--- config.mk ---
export PLATFORM = sky130hd
export DESIGN_NAME = is_uart_rx_sampler
export DESIGN_NICKNAME = d
export VERILOG_FILES = /design/src/rtl/is_uart_rx_sampler.sv
export SDC_FILE = /design/constraint.sdc
export NUM_CORES = 1
export LEC_CHECK = 0
export ABC_CLOCK_PERIOD_IN_PS = 1500
export CORE_MARGIN = 8
export CORE_UTILIZATION = 49
export CTS_CLUSTER_DIAMETER = 40
export DETAILED_ROUTE_END_ITERATION = 6
export HOLD_SLACK_MARGIN = 0.03
export PLACE_DENSITY = 0.73
export SLEW_MARGIN = 40
export SYNTH_ARGS = -nofsm -noshare
export SYNTH_HDL_FRONTEND = slang
export SYNTH_SLANG_ARGS = --single-unit
export TNS_END_PERCENT = 30
--- constraint.sdc ---
create_clock -name clk_i -period 1.5 [get_ports clk_i]
set_input_delay 0.3 -clock clk_i [delete_from_list [all_inputs] [get_ports clk_i]]
set_output_delay 0.3 -clock clk_i [all_outputs]
set_load 0.05 [all_outputs]
--- src/rtl/is_uart_rx_sampler.sv ---
`default_nettype none
//------------------------------------------------------------------------------
// Module   : is_uart_rx_sampler
// Brief    : UART 8N1 receive front-end: 2-flop synchroniser, start detection,
//            mid-bit 3-sample majority vote, LSB-first deserialiser.
// Revision : 1.0 - initial release
//------------------------------------------------------------------------------
module is_uart_rx_sampler #(
  parameter int RATIO  = 8,
  parameter int DATA_W = 8
) (
  input  logic              clk_i,
  input  logic              rstn_i,
  input  logic              uart_ce_i,
  input  logic              rx_i,
  output logic [DATA_W-1:0] rx_data_o,
  output logic              rx_valid_o,
  output logic              rx_ferr_o,
  output logic              rx_busy_o
);

  localparam int CW = (RATIO > 1) ? $clog2(RATIO) : 1;
  localparam int BW = (DATA_W > 1) ? $clog2(DATA_W) : 1;

  localparam logic [CW-1:0] c_cnt_s0   = CW'(RATIO/2 - 1);
  localparam logic [CW-1:0] c_cnt_s1   = CW'(RATIO/2);
  localparam logic [CW-1:0] c_cnt_dec  = CW'(RATIO/2 + 1);
  localparam logic [CW-1:0] c_cnt_last = CW'(RATIO - 1);
  localparam logic [BW-1:0] c_bit_last = BW'(DATA_W - 1);

  typedef enum logic [1:0] {
    S_IDLE  = 2'd0,
    S_START = 2'd1,
    S_DATA  = 2'd2,
    S_STOP  = 2'd3
  } state_t;

  logic              r_sync1;
  logic              r_rx_s;
  logic              r_armed;
  state_t            r_state;
  logic [CW-1:0]     r_cnt;
  logic [BW-1:0]     r_bit_idx;
  logic [DATA_W-1:0] r_shift;
  logic              r_s0;
  logic              r_s1;
  logic [DATA_W-1:0] r_data;
  logic              r_valid;
  logic              r_ferr;

  state_t            w_state_nxt;
  logic              w_armed_nxt;
  logic [CW-1:0]     w_cnt_nxt;
  logic [BW-1:0]     w_bit_idx_nxt;
  logic [DATA_W-1:0] w_shift_nxt;
  logic              w_s0_nxt;
  logic              w_s1_nxt;
  logic [DATA_W-1:0] w_data_nxt;
  logic              w_valid_nxt;
  logic              w_ferr_nxt;
  logic              w_maj;
  logic              w_wrap;
  logic              w_decide;

  // Synchroniser idles high so reset never looks like a start edge
  always_ff @(posedge clk_i or negedge rstn_i) begin
    if (!rstn_i) begin
      r_sync1 <= 1'b1;
      r_rx_s  <= 1'b1;
    end else begin
      r_sync1 <= rx_i;
      r_rx_s  <= r_sync1;
    end
  end

  assign w_maj    = (r_s0 & r_s1) | (r_s0 & r_rx_s) | (r_s1 & r_rx_s);
  assign w_wrap   = (r_cnt == c_cnt_last);
  assign w_decide = (r_cnt == c_cnt_dec);

  always_comb begin
    w_state_nxt   = r_state;
    w_armed_nxt   = r_armed;
    w_cnt_nxt     = r_cnt;
    w_bit_idx_nxt = r_bit_idx;
    w_shift_nxt   = r_shift;
    w_s0_nxt      = r_s0;
    w_s1_nxt      = r_s1;
    w_data_nxt    = r_data;
    w_valid_nxt   = 1'b0;
    w_ferr_nxt    = 1'b0;

    if (uart_ce_i) begin
      // A high line must be seen after reset before a start edge counts
      if (r_rx_s) begin
        w_armed_nxt = 1'b1;
      end
      if (r_state != S_IDLE) begin
        w_cnt_nxt = w_wrap ? '0 : r_cnt + 1'b1;
        if (r_cnt == c_cnt_s0) w_s0_nxt = r_rx_s;
        if (r_cnt == c_cnt_s1) w_s1_nxt = r_rx_s;
      end

      case (r_state)
        S_IDLE: begin
          if (r_armed && !r_rx_s) begin
            w_state_nxt = S_START;
            w_cnt_nxt   = CW'(1);
          end
        end
        S_START: begin
          if (w_decide && w_maj) begin
            w_state_nxt = S_IDLE;
            w_cnt_nxt   = '0;
          end else if (w_wrap) begin
            w_state_nxt   = S_DATA;
            w_bit_idx_nxt = '0;
          end
        end
        S_DATA: begin
          if (w_decide) begin
            w_shift_nxt = {w_maj, r_shift[DATA_W-1:1]};
          end
          if (w_wrap) begin
            if (r_bit_idx == c_bit_last) begin
              w_state_nxt = S_STOP;
            end else begin
              w_bit_idx_nxt = r_bit_idx + 1'b1;
            end
          end
        end
        S_STOP: begin
          // Leave at the decision tick so a start edge right after is caught
          if (w_decide) begin
            if (w_maj) begin
              w_data_nxt  = r_shift;
              w_valid_nxt = 1'b1;
            end else begin
              w_ferr_nxt  = 1'b1;
            end
            w_state_nxt = S_IDLE;
            w_cnt_nxt   = '0;
          end
        end
        default: begin
          w_state_nxt = S_IDLE;
          w_cnt_nxt   = '0;
        end
      endcase
    end
  end

  always_ff @(posedge clk_i or negedge rstn_i) begin
    if (!rstn_i) begin
      r_armed   <= 1'b0;
      r_state   <= S_IDLE;
      r_cnt     <= '0;
      r_bit_idx <= '0;
      r_shift   <= '0;
      r_s0      <= 1'b1;
      r_s1      <= 1'b1;
      r_data    <= '0;
      r_valid   <= 1'b0;
      r_ferr    <= 1'b0;
    end else begin
      r_armed   <= w_armed_nxt;
      r_state   <= w_state_nxt;
      r_cnt     <= w_cnt_nxt;
      r_bit_idx <= w_bit_idx_nxt;
      r_shift   <= w_shift_nxt;
      r_s0      <= w_s0_nxt;
      r_s1      <= w_s1_nxt;
      r_data    <= w_data_nxt;
      r_valid   <= w_valid_nxt;
      r_ferr    <= w_ferr_nxt;
    end
  end

  assign rx_data_o  = r_data;
  assign rx_valid_o = r_valid;
  assign rx_ferr_o  = r_ferr;
  assign rx_busy_o  = (r_state != S_IDLE);

endmodule
`default_nettype wire

==> flow_summary.ini <==
[power_and_ir_drop]
p_per_area_mw_per_mm2 = 1468
p_leak_nw = 0.9851
p_total_w = 0.003105
vdd_ir_drop_max_v = 0.001587

[placed_design]
dp_hpwl_um = 2205
routabilityCongestion = 0.7452
numPortBuffers = 14

[clocking]
clk_pin_slew_ns = 0.10
cts_buffer_depth = 2
tritoncts = yes
clk_latency_ns = 0.34
cts-htree-levels = 2
cts_buffers = 5
cts_root_buf = clkbuf_4
cts_num_sinks = 31

[synth]
synth.avg_cell_area_um2 = 13.18
synth.area.top_cells = dfrtp_1 (47%), mux2_2 (14%), dfstp_2 (7.3%)
synthCells = 109
ys_types = 36
synthArstFlopShare_pct = 100.0
synth_top_cell_by_area = dfrtp_1
yosys_warnings = 0
ys.flop_type = dfrtp_1
synth_top_area_share_pct = 47.04
synth_edf_count = 0
syn_area_mm2 = 0.001436
ys_seq_area_share_pct = 54.36
synth-seq-cells = 31
synth_nets = 120

[timing]
hold_violations = 0
fin_ws_ns = -0.0009301
period_share_pct = 100.1
fin_skew_ns = 0.006647
tightest_slew_ns = 0.3883
drv_slew = 0
timing.final.crit_period_ns = 1.501
setup_tns_ns = -0.0009301
slew-limit-headroom_pct = 74.11
setup_viol = 1
rsz0062_at_grt = yes
timing.fmax_mhz = 666.3

[routing]
routed_wl_um = 3380
drt.antenna.violating_nets = 0
vias = 1049
wl_per_cell_um = 18.27
route.detailed.drc = 0
viasPerCell = 5.670
drt_first_pass_iters = 4
drt_iter0_drc = 35

[setup_path]
reg2reg_slack_ns = -0.0009
rr_worst_depth = 3
cp-end-kind = register
crit_path_start_kind = register
reg2reg_from = r_s0
criticalPathCategory = reg -> reg
arrival_ns = 1.74
worstPathRequired_ns = 1.74
critPathMaxFanout = 8

[die]
ios = 15
core_mm2 = 0.002781
row_count = 19
die_y_um = 70.14
dieArea_mm2 = 0.004920
start_util_pct = 51.64
die_w_um = 70.14

[global_routing]
grt.total_usage_pct = 13.96
grt_pass1_vias = 1130
grt_overflow = 0
grt_max_degree = 32
grt_pass1_wl_um = 5464
antenna_found_initial = 0

[final_layout]
fillers = 172
nNetsFinal = 164
layout-drive-gt1-share_pct = 57.79
seq_area_um2 = 783.3
area_growth_pct = 47.30
antennaDiodeCount = 0
multiInputGateArea_um2 = 749.5

[status]
status = finished with violations
failed_checks = negative setup slack

[hold_path]
hold_class = in -> async

[flow_run]
cap_violations = 0
[power by group]
group / internal, W / switching (W) / leakage [nW]
logic: 0.000707 / 0.000716 / 0.548
clock network: 0.000274 / 0.000301 / 0.0375
registers: 0.000991 / 0.000116 / 0.400
total: 0.00197 / 0.00113 / 0.985
[flip-flops by register name (all words and copies together), names as in the netlist, named ones only]
register and cells:
rx_data_o 8, r_rx_s 1, r_s0 1, rx_ferr_o 1, r_bit_idx 3, r_armed 1
r_shift 8, rx_valid_o 1, r_s1 1, r_state 1, r_cnt 3, r_sync1 1
[layout by cell type (no fill, tap or decap), drive strengths merged, types with 4 or more instances in the layout]
master | netlist | final
buf | 2 | 36
clkbuf | 1 | 7
dfrtp | 27 | 27
dfstp | 4 | 4
ha | 7 | 7
inv | 6 | 6
mux2 | 18 | 18
nor2 | 4 | 4
o21ai | 5 | 5
[synth_stat cells (2+ instances only)]
cell type   n
o2bb2ai_1   2
buf_2       2
dfrtp_1    27
dfstp_2     4
or3_1       2
mux2_2     18
a21oi_1     2
nand2_1     3
ha_1        7
nor2_1      3
o21ai_0     4
nand3_1     3
inv_1       6
a22o_1      2
nand2b_1    3
[routing by layer]
metal,GRT usage [%],part of all wire [%],vias to the layer above
met5,0,0,-
met4,4.688,0.95,0
met3,6.921,4.7,3
met2,23.55,53,19
met1,14.77,41,539
li1,-,-,488
[critical path, cell delays in order, from the launching register on]
cell and delay (ns):
dfstp_2 0.56, maj3_4 0.26, or3b_1 0.38, and3_1 0.19
[worst max-delay path by stage]
stage	end	cells after the start	from	slack (ns)
detailed placement	r_cnt[1]	5	uart_ce_i	-0.28
floorplan	r_bit_idx[0]	5	r_bit_idx[0]	0.05
CTS	r_bit_idx[2]	6	r_cnt[0]	-0.03
global route	register	3	r_s1	-0.03
finish	register	3	r_s0	-0.0009
global placement	r_cnt[1]	5	uart_ce_i	-0.19
[what timing repair did]
item / in CTS / in global routing
resized for setup: 15 / 13
setup endpoints to repair: 23 / 23
hold buffers: 0 / 0
gates cloned: 0 / 1
setup buffers: 4 / 4
pin swaps: 4 / 8
endpoints found under the hold margin: 0 / 0
[metrics by stage]
step                      cell area (um^2)  hold WS [ns]  utilization [%]  instances  worst slack [ns]
after floorplan                       1436      0.004409                -        109           0.04891
after global placement                1826        0.3511            65.63        168           -0.1875
after detailed placement              1826        0.3468            65.63        168           -0.2836
after CTS                             1984        0.3358            71.35        180          -0.02834
after global routing                  2116        0.3595            76.07        185          -0.03431
final                                 2116        0.3345            76.07        185        -0.0009301
[final cells by class]
class                      count  area share, %
clock buffer                   7          3.075
sequential                    31          37.02
inverter                       6          1.064
timing repair buffer          39          21.23
multi-input combinational     70          35.42
clock inverter                 1         0.3548
tap                           31          1.833
[logic make-up (layout without fill, tap and decap cells)]
kind of cell	after synthesis	count (layout)	synth area share, %
adder cells (fa/ha/maj)	8	8	6.881
buffers and inverters	9	53	2.613
multiplexers	18	18	14.11
flip-flops	31	31	54.36
AO/OA/AOI/OAI	21	21	11.06
AND/OR/NAND/NOR	22	23	10.98
Power figures use the tool's default switching activity.
